<file path="src/rtl/dmem_arbiter.sv">
// Two-requester round-robin arbiter/sequencer in front of the data memory.
// Optional misaligned-access trap: define DMEM_ARB_MISALIGN_CHECK_EN.
module dmem_arbiter #(
   parameter int DM_ADDRESS = 9,
   parameter int DATA_W     = 32,
   parameter int NREQ_BITS  = 1
) (
   input  logic                  clk,
   input  logic                  reset,
   // Requester 0: pipeline MEM stage
   input  logic                  r0_valid,
   output logic                  r0_ready,
   input  logic                  r0_we,
   input  logic [DM_ADDRESS-1:0] r0_addr,
   input  logic [DATA_W-1:0]     r0_wdata,
   input  logic [2:0]            r0_funct3,
   output logic                  r0_rvalid,
   output logic [DATA_W-1:0]     r0_rdata,
   // Requester 1: debug/DMA port
   input  logic                  r1_valid,
   output logic                  r1_ready,
   input  logic                  r1_we,
   input  logic [DM_ADDRESS-1:0] r1_addr,
   input  logic [DATA_W-1:0]     r1_wdata,
   input  logic [2:0]            r1_funct3,
   output logic                  r1_rvalid,
   output logic [DATA_W-1:0]     r1_rdata,
`ifdef DMEM_ARB_MISALIGN_CHECK_EN
   output logic                  r0_err,
   output logic                  r1_err,
`endif
   // Memory side
   output logic                  MemRead,
   output logic                  MemWrite,
   output logic [DM_ADDRESS-1:0] a,
   output logic [DATA_W-1:0]     wd,
   output logic [2:0]            Funct3,
   input  logic [DATA_W-1:0]     rd,
   output logic                  busy,
   output logic [1:0]            state_dbg
);

   // Handshake: a transfer happens in the cycle where rN_valid and rN_ready are
   // both high; ready is only ever raised in IDLE, so a requester must hold
   // valid and its fields stable until it sees ready.

   typedef enum logic [1:0] {
      IDLE  = 2'd0,
      ISSUE = 2'd1,
      RWAIT = 2'd2,
      RESP  = 2'd3
   } state_t;

   state_t                state, next_state;
   logic [NREQ_BITS-1:0]  rr_last;
   logic [NREQ_BITS-1:0]  own_id;
   logic [NREQ_BITS-1:0]  gnt_id;
   logic                  own_we;
   logic                  gnt_any;
   logic                  mis;
   logic                  sel_we;
   logic [DM_ADDRESS-1:0] sel_addr;
   logic [DATA_W-1:0]     sel_wdata;
   logic [2:0]            sel_f3;
`ifdef DMEM_ARB_MISALIGN_CHECK_EN
   logic                  own_err;
`endif

   // Unsupported access types collapse to a word access; 100 (LBU) is load-only.
   function automatic logic [2:0] f3_filter(input logic [2:0] f, input logic we);
      logic [2:0] r;
      case (f)
         3'b000, 3'b001, 3'b010: r = f;
         3'b100:                 r = we ? 3'b010 : 3'b100;
         default:                r = 3'b010;
      endcase
      return r;
   endfunction

   // Arbitration and request selection
   always_comb begin
      gnt_any = (state == IDLE) && (r0_valid || r1_valid);
      gnt_id  = '0;
      if (r0_valid && r1_valid)
         gnt_id = ~rr_last;
      else if (r1_valid)
         gnt_id = NREQ_BITS'(1);
      sel_we    = gnt_id[0] ? r1_we    : r0_we;
      sel_addr  = gnt_id[0] ? r1_addr  : r0_addr;
      sel_wdata = gnt_id[0] ? r1_wdata : r0_wdata;
      sel_f3    = f3_filter(gnt_id[0] ? r1_funct3 : r0_funct3, sel_we);
   end

`ifdef DMEM_ARB_MISALIGN_CHECK_EN
   always_comb begin
      mis = 1'b0;
      case (sel_f3)
         3'b010:  mis = |sel_addr[1:0];
         3'b001:  mis = sel_addr[0];
         default: mis = 1'b0;
      endcase
   end
`else
   assign mis = 1'b0;
`endif

   // Next-state logic
   always_comb begin
      next_state = state;
      case (state)
         IDLE:    if (gnt_any) next_state = mis ? RESP : ISSUE;
         ISSUE:   next_state = own_we ? IDLE : RWAIT;
         RWAIT:   next_state = RESP;
         RESP:    next_state = IDLE;
         default: next_state = IDLE;
      endcase
   end

   assign r0_ready  = gnt_any & ~gnt_id[0];
   assign r1_ready  = gnt_any &  gnt_id[0];
   assign r0_rvalid = (state == RESP) & ~own_id[0];
   assign r1_rvalid = (state == RESP) &  own_id[0];
   assign busy      = (state != IDLE);
   assign state_dbg = state;
`ifdef DMEM_ARB_MISALIGN_CHECK_EN
   assign r0_err    = r0_rvalid & own_err;
   assign r1_err    = r1_rvalid & own_err;
`endif

   // Bus fields are captured at grant so they appear registered during ISSUE
   // and simply hold afterwards.
   always_ff @(posedge clk) begin
      if (reset) begin
         state    <= IDLE;
         rr_last  <= NREQ_BITS'(1);
         own_id   <= '0;
         own_we   <= 1'b0;
         MemRead  <= 1'b0;
         MemWrite <= 1'b0;
         a        <= '0;
         wd       <= '0;
         Funct3   <= 3'b000;
         r0_rdata <= '0;
         r1_rdata <= '0;
`ifdef DMEM_ARB_MISALIGN_CHECK_EN
         own_err  <= 1'b0;
`endif
      end else begin
         state    <= next_state;
         MemRead  <= 1'b0;
         MemWrite <= 1'b0;
         if (gnt_any) begin
            rr_last <= gnt_id;
            own_id  <= gnt_id;
            own_we  <= sel_we;
`ifdef DMEM_ARB_MISALIGN_CHECK_EN
            own_err <= mis;
`endif
            if (mis) begin
               if (gnt_id[0]) r1_rdata <= '0;
               else           r0_rdata <= '0;
            end else begin
               MemRead  <= ~sel_we;
               MemWrite <= sel_we;
               a        <= sel_addr;
               wd       <= sel_wdata;
               Funct3   <= sel_f3;
            end
         end
         // Memory data is valid the cycle after the MemRead strobe.
         if (state == RWAIT) begin
            if (own_id[0]) r1_rdata <= rd;
            else           r0_rdata <= rd;
         end
      end
   end

endmodule

</file>
<file path="config.mk">
export PLATFORM = sky130hd
export DESIGN_NAME = dmem_arbiter
export DESIGN_NICKNAME = d
export VERILOG_FILES = /design/src/rtl/dmem_arbiter.sv
export SDC_FILE = /design/constraint.sdc
export NUM_CORES = 1
export LEC_CHECK = 0
export BUFFER_PORTS_ARGS = -buffer_cell sky130_fd_sc_hd__buf_2
export CAP_MARGIN = 40
export CELL_PAD_IN_SITES_DETAIL_PLACEMENT = 0
export CELL_PAD_IN_SITES_GLOBAL_PLACEMENT = 2
export CORE_UTILIZATION = 23
export DETAILED_ROUTE_END_ITERATION = 8
export PLACE_DENSITY_LB_ADDON = 0.1
export SLEW_MARGIN = 5
export SYNTH_ARGS = -nofsm -noshare
export SYNTH_HDL_FRONTEND = slang
export SYNTH_SLANG_ARGS = --single-unit
</file>
<file path="constraint.sdc">
create_clock -name clk -period 1.82 [get_ports clk]
set_input_delay 0.091 -clock clk [delete_from_list [all_inputs] [get_ports clk]]
set_output_delay 0.091 -clock clk [all_outputs]
set_load 0.005 [all_outputs]
</file>
* Word-level counts from Yosys, hierarchy flattened
Cells that the tools add are included.
** Word-level totals
- Register bits :: 115
- Word-level logic and storage cells :: 48
- Output and inout port bits :: 117
** Operators by class
- Multiplexer cells :: 11
- Bitwise logic cells :: 9
- Reduce and logical (&&, ||, !) cells :: 10
- Eq/ne operators :: 7
** Operators by type and width (number)
- $mux W32 :: 1
- $mux W9 :: 1
- $pmux W2 S4 :: 1
- $mux W3 :: 2
- $pmux W3 S2 :: 1
- $not A1 Y1 :: 5
- $and A1 B1 Y1 :: 4
- $eq A2 B2 Y1 const B :: 2
- $mux W2 :: 2
- $reduce_and A2 Y1 :: 2
- $eq A3 B1 Y1 const B :: 1
- $eq A3 B2 Y1 const B :: 1
- $eq A3 B3 Y1 const B :: 1
- $logic_not A3 Y1 :: 1
- $mux W1 :: 3
- $reduce_or A3 Y1 :: 1
- $eq A2 B1 Y1 const B :: 1
- $logic_and A1 B1 Y1 :: 2
- $logic_not A2 Y1 :: 1
- $ne A2 B2 Y1 const B :: 1
- $reduce_bool A2 Y1 :: 1
- $reduce_or A2 Y1 :: 1
- $logic_or A1 B1 Y1 :: 1

* Logic depth before layout (Yosys ltp)
Gate-level depths: netlist of run 1.
- Depth in word-level cells :: 6
- Gate-level depth with buffers :: 6

* Worst setup path before layout of run 1
No wires, ideal clock.
- Path kind :: register -> register
- From :: register (tool-made name)
- To :: register Funct3[0]
- Data arrival time :: 1505 ps
- Path buffers :: 1
- Slack :: 257 ps
- Cell stages (with the launch flop) :: 6
- Cells stage by stage :: dfxtp_1 -> or2_2 -> or2_2 -> buf_2 -> a2111oi_2 -> a31o_2
** RTL lines
- end signal, assigned :: line 167 : Funct3 <= sel_f3;
- end, declared :: line 37 : output logic [2:0] Funct3,

==> results.toml, run 1 <==
[status]
status = "finished clean"

[critical_path]
startpoint_type = "register"
rrSetupSlack_ns = 0.20
path_class = "reg -> out"
ff2ff_path_depth = 4
rr_startpoint = "state_dbg[0]"
crit_fanout = 6
end_kind = "output port"
rr_endpoint = "r1_rdata[0]"
critPathArrivalTime_ns = 1.59
cp.required_ns = 1.73

[routing]
route.met2.wl_mm = 8.080
wl_met3_mm = 1.209
wl_mm = 16.40
antenna_left = 0
via_per_inst = 4.420
drtIter0Drc = 191
wl_met1_mm = 6.871
drc_errors = 0
num_vias = 5087
routed.top_layer = "met5"
drt-pass1-iter-count = 5
routedWlPerCell_um = 14.25

[layout]
drive_gt1_share_pct = 32.17
n_antenna_cell = 0
final_area_mm2 = 0.007657
layout.nets = 1030
final_util_pct = 40.94
seqCellArea_mm2 = 0.002302
syn_to_final_growth_pct = 74.31
multi_input_area_mm2 = 0.001928
fillers = 1942

[yosys]
synthesis.nets = 688
synth_most_common_cell = "nand2_1"
avgSynthCellArea_um2 = 7.817
synth-seq-cells = 115
synth-edff-count = 0
yosys_warnings = 0
syn_inst = 562
ys.flop_type = "dfxtp_1"
netlist_top_cells_count = "nand2_1, dfxtp_1, a21oi_1"
netlist.area_leader.share_pct = 52.41
syn_area_mm2 = 0.004393
yosys-top-cells-area = "dfxtp_1, nand2_1, a311oi_1, a21oi_1, nor2_1"
synth_area_leader_cell = "dfxtp_1"
ys_seq_area_share_pct = 52.41
ys_types = 28
ys_async_sr_fraction_pct = 0

[placed_design]
post_dp_cell_area_mm2 = 0.005877
io_buffers = 242
hpwl_mm = 10.63
routabilityCongestion = 0.7302

[job]
cap_violations = 0

[clock_tree]
cts_tree = "done"
max-clock-path-buffers = 2
cts-root-buf = "clkbuf_16"
numCtsBuffers = 17
ctsHtreeMaxLevel = 4
clk_pin_slew_worst_paths_ns = 0.05
cts_num_sinks = 115
clk_latency_ns = 0.41

[grt]
grt_usage_pct = 16.78
antenna_found_initial = 2
grt_first_pass_wirelength_mm = 25.62
overflow = 0
grt_pass1_vias = 5061
grt_max_degree = 71

[die]
start_util_pct = 23.48
chipWidth_um = 140.2
core_area_mm2 = 0.01871
io_pins = 243
die_y_um = 140.2
dieArea_mm2 = 0.01966
rows = 50

[power_and_ir_drop]
pwr-share-seq_pct = 37.4
p_sw_share_pct = 24.42
clkPwrFrac_pct = 47.0
power_density_mw_per_mm2 = 974.4
leakage_nw = 3.462
intPower_mw = 5.639
p_comb_share_pct = 15.6
p_sw_mw = 1.822
ir_worst_vdd_mv = 0.5790

[timing]
max_freq_ghz = 0.5939
fin_skew_ns = 0.007423
drv_slew = 0
setup_viol = 0
min_period_ns = 1.684
slew-limit-headroom_pct = 52.60
worst_slew_pin_slew_ns = 0.7110
fin_crit_sh_pct = 92.52
hold_viol_final = 0

[worst_hold_path]
min_path_cells = 3
hp-class = "in -> reg"
hp-start = "r1_valid"
hold_end = "state_dbg[0]"
layout by cell type (no fill, tap or decap), types with 3 or more instances in the layout:
cell type,synthesis,routed
nor3_1,3,3
a21oi_1,65,65
bufinv_16,0,4
clkinv_2,0,4
buf_4,0,8
clkbuf_1,35,3
dfxtp_1,115,115
a311oi_1,41,41
dlygate4sd3_1,0,114
nor2_1,53,49
buf_2,9,241
clkbuf_16,0,17
nand2_1,215,215
buf_12,0,5
logic make-up (layout without fill, tap and decap cells):
kind of cell / Yosys count / count (layout) / synth area share, %
buffers and inverters: 47 / 402 / 4.443
flip-flops: 115 / 115 / 52.41
AO/OA/AOI/OAI: 117 / 117 / 17.89
AND/OR/NAND/NOR: 281 / 281 / 24.81
multiplexers: 2 / 2 / 0.4557
timing repair:
item	4_1_cts	5_1_grt
setup endpoints to repair	2	2
pin swaps	1	0
hold buffers	114	0
buffers inserted	1	0
endpoints found under the hold margin	105	0
gates resized for setup	3	1
layout make-up:
class	count	share of cell area, %
multi-input combinational	400	25.18
clock inverter	10	2.026
timing repair buffer	368	32.75
sequential	115	30.07
inverter	2	0.09804
clock buffer	22	6.062
tap	234	3.824
per-layer routing:
metal	vias up	GRT usage (%)
met5	-	0
met4	2	6.825
met3	20	6.462
met2	167	29.68
met1	2332	17.85
li1	2566	-
metrics by stage:
step / setup WS, ns / hold slack [ns] / TNS, ns / total power [mW] / cells
2_1_floorplan: 0.2573 / 0.2270 / 0 / 3.316 / 562
3_3_place_gp: 0.2225 / 0.3437 / 0 / 3.796 / 1004
3_5_place_dp: 0.1875 / 0.3494 / 0 / 3.814 / 1004
4_1_cts: 0.03418 / 0.02077 / 0 / 7.576 / 1151
5_1_grt: -0.002633 / 0.02936 / -0.002633 / 7.850 / 1151
6_report: 0.1361 / 0.02945 / 0 / 7.461 / 1151
power groups by stage:
stage	Sequential, mW	Combinational, mW	Clock, mW
6_report	2.79	1.17	3.51
3_5_place_dp	2.84	0.976	0
5_1_grt	2.81	1.29	3.75
3_3_place_gp	2.83	0.964	0
2_1_floorplan	2.85	0.465	0
4_1_cts	2.79	1.18	3.61
critical path, stage by stage (launching register included):
cell and delay, ns:
dfxtp_1 0.36, or2_4 0.29, or2_4 0.26, nor2_4 0.13
buf_2 0.14
worst max-delay path by stage:
| stage | endpoint | start | cells past startpoint | slack [ns] |
|---|---|---|---|---|
| 2_1_floorplan | Funct3[0] | register | 5 | 0.26 |
| 3_3_place_gp | r1_rdata[16] | state_dbg[0] | 4 | 0.22 |
| 3_5_place_dp | r1_rdata[0] | state_dbg[0] | 4 | 0.19 |
| 4_1_cts | r1_ready | register | 4 | 0.03 |
| 5_1_grt | r1_rdata[14] | state_dbg[0] | 4 | -0.003 |
| 6_report | r1_ready | register | 4 | 0.14 |
state kept, by name, summed over array words and instances (netlist names), named ones only:
name / cells
rr_last: 1
a: 9
r0_rdata: 32
state_dbg: 1
MemWrite: 1
MemRead: 1
wd: 32
own_id: 1
Funct3: 3
r1_rdata: 32
own_we: 1
Note: power is estimated with default switching activity, not from simulation.
==> inputs of run 2 (changes only) <==
--- a/config.mk
+++ b/config.mk
@@ -9,6 +9,7 @@
 export CAP_MARGIN = 40
 export CELL_PAD_IN_SITES_DETAIL_PLACEMENT = 0
 export CELL_PAD_IN_SITES_GLOBAL_PLACEMENT = 2
+export CORE_ASPECT_RATIO = 1.75
 export CORE_UTILIZATION = 23
 export DETAILED_ROUTE_END_ITERATION = 8
 export PLACE_DENSITY_LB_ADDON = 0.1
==> run 2 against run 1 <==
Setup slack got worse by 0.046 ns. Clock power rose by 3%. Clock skew rose by 0.0057 ns. Sequential power barely moved. Die area rose by 0.11%. Cell count rose by 0.43%. Core utilization rose by 0.11 points. Clock-buffer cell count rose by 1. Register-to-register slack improved by 0.02 ns. Non-clock buffer count rose by 1. Critical path type unchanged. Critical endpoint unchanged.
==> results.toml, run 2 (same netlist as run 1, synthesis figures left out) <==
[routing]
wl_met1_mm = 6.279
routed.top_layer = "met4"
antenna_left = 0
drtIter0Drc = 108
num_vias = 5118
wl_mm = 16.13
wl_met3_mm = 1.091
drt-pass1-iter-count = 4
route.met2.wl_mm = 8.497
via_per_inst = 4.427
drc_errors = 0
routedWlPerCell_um = 13.96

[clock_tree]
cts_num_sinks = 115
cts-root-buf = "clkbuf_16"
post_cts_buffers = 0
cts_tree = "done"
max-clock-path-buffers = 2
clk_latency_ns = 0.41
numCtsBuffers = 17
clk_pin_slew_worst_paths_ns = 0.05
ctsHtreeMaxLevel = 4

[status]
status = "finished clean"

[critical_path]
ff2ff_path_depth = 5
cp.required_ns = 1.73
critPathArrivalTime_ns = 1.64
slowest_delay_ns = 0.33
path_class = "reg -> out"
end_kind = "output port"
crit_fanout = 9
path_cells = "or2_2, or2_4, nor2_4, buf_2"
rr_startpoint = "state_dbg[0]"
startpoint = "state_dbg[0]"
startpoint_type = "register"
rr_endpoint = "wd[7]"
rrSetupSlack_ns = 0.22
cp_slowest_cell = "dfxtp_1"

[worst_hold_path]
hold_end = "state_dbg[0]"
min_path_cells = 3
hp-start = "r1_valid"
hp-class = "in -> reg"

[grt]
grt_pass1_vias = 5126
overflow = 0
antenna_found_initial = 0
grt_first_pass_wirelength_mm = 25.35
grt_usage_pct = 16.66
grt_max_degree = 72

[layout]
n_antenna_cell = 0
syn_to_final_growth_pct = 74.39
final_cell_mix = "buf_2, nand2_1, dfxtp_1"
drive_gt1_share_pct = 32.35
layout.nets = 1031
final_area_mm2 = 0.007661
final_common_cell = "buf_2"
top_regs = "r0_rdata: 32 flops, r1_rdata: 32 flops, wd: 32 flops"

[timing]
hold_viol_final = 0
rsz0062_at_grt = "no"
fin_skew_ns = 0.01316
worst_slew_pin_slew_ns = 0.6598
fin_crit_sh_pct = 95.02
setup_tns_ns = 0
setup_viol = 0
min_period_ns = 1.729
max_freq_ghz = 0.5782
drv_slew = 0
slew-limit-headroom_pct = 56.01

[die]
io_pins = 243
core_area_mm2 = 0.01866
dieArea_mm2 = 0.01968
die_y_um = 184.8
start_util_pct = 23.54
chipWidth_um = 106.5
rows = 66

[placed_design]
io_buffers = 242
routabilityCongestion = 0.7538
post_dp_cell_area_mm2 = 0.005872
hpwl_mm = 10.62

[power_and_ir_drop]
p_sw_share_pct = 24.28
leakage_nw = 3.466
p_comb_share_pct = 15.3
p_sw_mw = 1.830
intPower_mw = 5.707
pwr-share-seq_pct = 36.9
p_total_mw = 7.537
ir_worst_vdd_mv = 0.4267
clkPwrFrac_pct = 47.8
power_density_mw_per_mm2 = 983.9

[job]
cap_violations = 0
==> run 2: how the worst max path moves through the flow <==
stage                endpoint  slack (ns)  cells after the start
floorplan           Funct3[0]        0.26                      5
global placement    Funct3[2]        0.28                      5
detailed placement  Funct3[0]        0.23                      4
CTS                  r1_ready        0.03                      4
global route         r1_ready       0.007                      4
finish               r1_ready        0.09                      4
==> run 2: per-layer routing <==
layer | vias to the layer above | track usage (%)
li1 | 2568 | -
met1 | 2357 | 16.91
met2 | 173 | 30.65
met3 | 20 | 5.419
met4 | 0 | 7.507
met5 | - | 0
==> run 2: critical path, delay by kind of cell, from the launching register on <==
family | cells | cell delay, ns
flops | 1 | 0.33
buf+inv | 1 | 0.13
simple gates | 3 | 0.77
==> run 2: power by group through the flow <==
stage               logic, mW  registers (mW)  clock network (mW)
global placement        0.965            2.83                   0
global route             1.29            2.81                3.82
finish                   1.15            2.78                3.60
floorplan               0.465            2.85                   0
detailed placement      0.971            2.84                   0
CTS                      1.17            2.79                3.71
==> run 2: layout make-up <==
cell class | count | area [um^2]
Clock buffer | 23 | 488.0
Multi-Input combinational cell | 400 | 1926
Fill cell | 1929 | 11000
Sequential cell | 115 | 2302
Clock inverter | 9 | 150.1
Inverter | 2 | 7.507
Tap cell | 238 | 297.8
Timing Repair Buffer | 369 | 2490
==> run 2: through the flow <==
step / hold WS [ns] / utilization [%] / cells / setup WS, ns
6_report: 0.03924 / 41.05 / 1156 / 0.09055
5_1_grt: 0.06811 / 41.05 / 1156 / 0.006842
4_1_cts: 0.02841 / 41.05 / 1156 / 0.02593
3_5_place_dp: 0.3511 / 31.46 / 1010 / 0.2324
3_3_place_gp: 0.3433 / 31.46 / 1010 / 0.2760
2_1_floorplan: 0.2270 / - / 562 / 0.2573
==> run 2: repair_timing <==
action,4_1_cts,5_1_grt
resized for setup,3,0
endpoints found under the hold margin,105,0
hold buffers,114,0
setup endpoints to repair,2,1
pin swaps,0,1
==> inputs of run 3 (changes only) <==
==> config.mk (replaced) <==
export PLATFORM = sky130hd
export DESIGN_NAME = dmem_arbiter
export DESIGN_NICKNAME = d
export VERILOG_FILES = /design/src/rtl/dmem_arbiter.sv
export SDC_FILE = /design/constraint.sdc
export NUM_CORES = 1
export LEC_CHECK = 0
export CAP_MARGIN = 40
export CELL_PAD_IN_SITES_DETAIL_PLACEMENT = 0
export CELL_PAD_IN_SITES_GLOBAL_PLACEMENT = 2
export CORE_ASPECT_RATIO = 1.75
export CORE_UTILIZATION = 32
export DETAILED_ROUTE_END_ITERATION = 8
export DONT_BUFFER_PORTS = 1
export PLACE_DENSITY_LB_ADDON = 0.1
export SYNTH_ARGS = -nofsm -noshare
export SYNTH_HDL_FRONTEND = slang
export SYNTH_SLANG_ARGS = --single-unit
==> run 3 against run 2 <==
The run now ends with hold timing left. Routed wire length decreased by 20%. Clock skew shrank 0.0050 ns. Register-to-register slack about the same. Clock power shrank 4%. Sequential share of layout area rose by 13 points. Sequential power grew 2%. Setup slack improved by 0.039 ns. Final area is 30% lower. Power is 8.3% lower. Critical path depth stayed put. Core utilization decreased by 1.2 points. Largest cell class is now sequential cells.
==> results.toml, run 3 (same netlist as run 1, synthesis figures left out) <==
[status]
status = "complete, but fails checks"
violations = "hold timing"

[routing]
wl_mm = 12.87
routedWlPerCell_um = 17.28
drt-pass1-iter-count = 4
via_per_inst = 5.130
drc_errors = 0
num_vias = 3822
antenna_left = 0
drtIter0Drc = 144

[critical_path]
ff2ff_path_depth = 4
critPathBufInv = 1
rr_endpoint = "Funct3[2]"
startpoint_type = "register"
critPathArrivalTime_ns = 1.60
rr_startpoint = "rr_last"
rrSetupSlack_ns = 0.23
path_class = "reg -> out"
cp_slowest_cell = "dfxtp_1"
end_kind = "output port"
slowest_delay_ns = 0.34
crit_fanout = 9
crit_top_cell = "or2_4"
cp.required_ns = 1.73
cp_top_family = "simple AND/OR/NAND/NOR gates"
path_cells = "or2_4, or2_4, nor2_4, buf_4"

[layout]
final_util_pct = 39.85
final_cell_mix = "nand2_1, dfxtp_1, a21oi_1"
syn_to_final_growth_pct = 21.39
layout.nets = 684
top_regs = "r0_rdata: 32 flops, r1_rdata: 32 flops, wd: 32 flops"
drive_gt1_share_pct = 9.632
n_antenna_cell = 0
final_common_cell = "nand2_1"

[timing]
min_period_ns = 1.690
drv_slew = 0
hold_viol_final = 109
fin_skew_ns = 0.008186
setup_viol = 0
rsz0062_at_grt = "no"
hold_ws_ns = -0.2427
max_freq_ghz = 0.5917
slew-limit-headroom_pct = 56.39
worst_slew_pin_slew_ns = 0.6542
setup_tns_ns = 0
fin_crit_sh_pct = 92.87

[grt]
grt_usage_pct = 17.76
gr-usage-met2_pct = 31.42
use_met3_pct = 7.391
use_met1_pct = 17.88
busiest_layer = "met2"
grt_max_degree = 114
antenna_found_initial = 0
grt_pass1_vias = 3691
grt_first_pass_wirelength_mm = 19.52
overflow = 0

[die]
die_y_um = 157.0
io_pins = 243
start_util_pct = 32.83
dieArea_mm2 = 0.01422
chipWidth_um = 90.57
rows = 56
core_area_mm2 = 0.01338

[job]
cap_violations = 0

[clock_tree]
numCtsBuffers = 17
cts-root-buf = "clkbuf_16"
ctsHtreeMaxLevel = 4
max-clock-path-buffers = 2
clk_pin_slew_worst_paths_ns = 0.05
cts_tree = "done"
post_cts_buffers = 0
cts_num_sinks = 115
clk_latency_ns = 0.41

[power_and_ir_drop]
leakage_nw = 1.921
ir_worst_vdd_mv = 0.5809
power_density_mw_per_mm2 = 1296

[worst_hold_path]
min_path_cells = 1
hp-start = "reset"
hp-class = "in -> reg"
hold_end = "wd[19]"

[placed_design]
io_buffers = 0
routabilityCongestion = 0.7119
hpwl_mm = 8.705
-- run 3: area by class of cell --
cell class,count,area (um^2)
well taps,174,217.7
flip-flops and latches,115,2302
clock buffers,18,439.2
inverters,2,7.507
clock inverters,14,178.9
fillers,1429,8050
repair buffers,22,259.0
multi-input cells,400,1928
-- run 3: per-layer routing --
metal / share of wire [%] / wire [um]
met5: 0 / 0
met4: 2.8 / 360
met3: 9.2 / 1182
met2: 52 / 6748
met1: 36 / 4579
-- run 3: how the worst max path moves through the flow --
stage	start	end	slack [ns]	cells past startpoint
floorplan	register	Funct3[0]	0.26	5
CTS	state_dbg[0]	r1_ready	0.01	4
detailed placement	rr_last	rr_last	0.18	4
global placement	state_dbg[0]	Funct3[2]	0.24	4
global route	rr_last	r1_ready	0.03	4
finish	state_dbg[0]	r1_ready	0.13	4
-- run 3: metrics by stage --
step | instances | hold slack [ns] | worst slack (ns) | instance area [um^2] | power (mW)
after floorplan | 562 | 0.2270 | 0.2573 | 4393 | 3.316
after global placement | 702 | 0.1718 | 0.2387 | 4588 | 3.465
after detailed placement | 702 | 0.1716 | 0.1783 | 4588 | 3.482
after CTS | 738 | -0.2638 | 0.01227 | 5260 | 6.998
after global routing | 745 | -0.2690 | 0.03021 | 5333 | 7.211
final | 745 | -0.2427 | 0.1298 | 5333 | 6.909
-- run 3: power by group --
part           total [mW]  internal (mW)  switching (mW)  leakage (nW)
clock network        3.46           2.20            1.26         0.293
logic               0.604          0.257           0.348         0.688
registers            2.84           2.70           0.143         0.940
-- run 3: what timing repair did --
item | 4_1_cts | 5_1_grt
resized for setup | 4 | 1
endpoints found under the hold margin | 115 | 110
hold buffers | 4 | 7
endpoints found under the setup margin | 1 | 1
pin swaps | 1 | 0
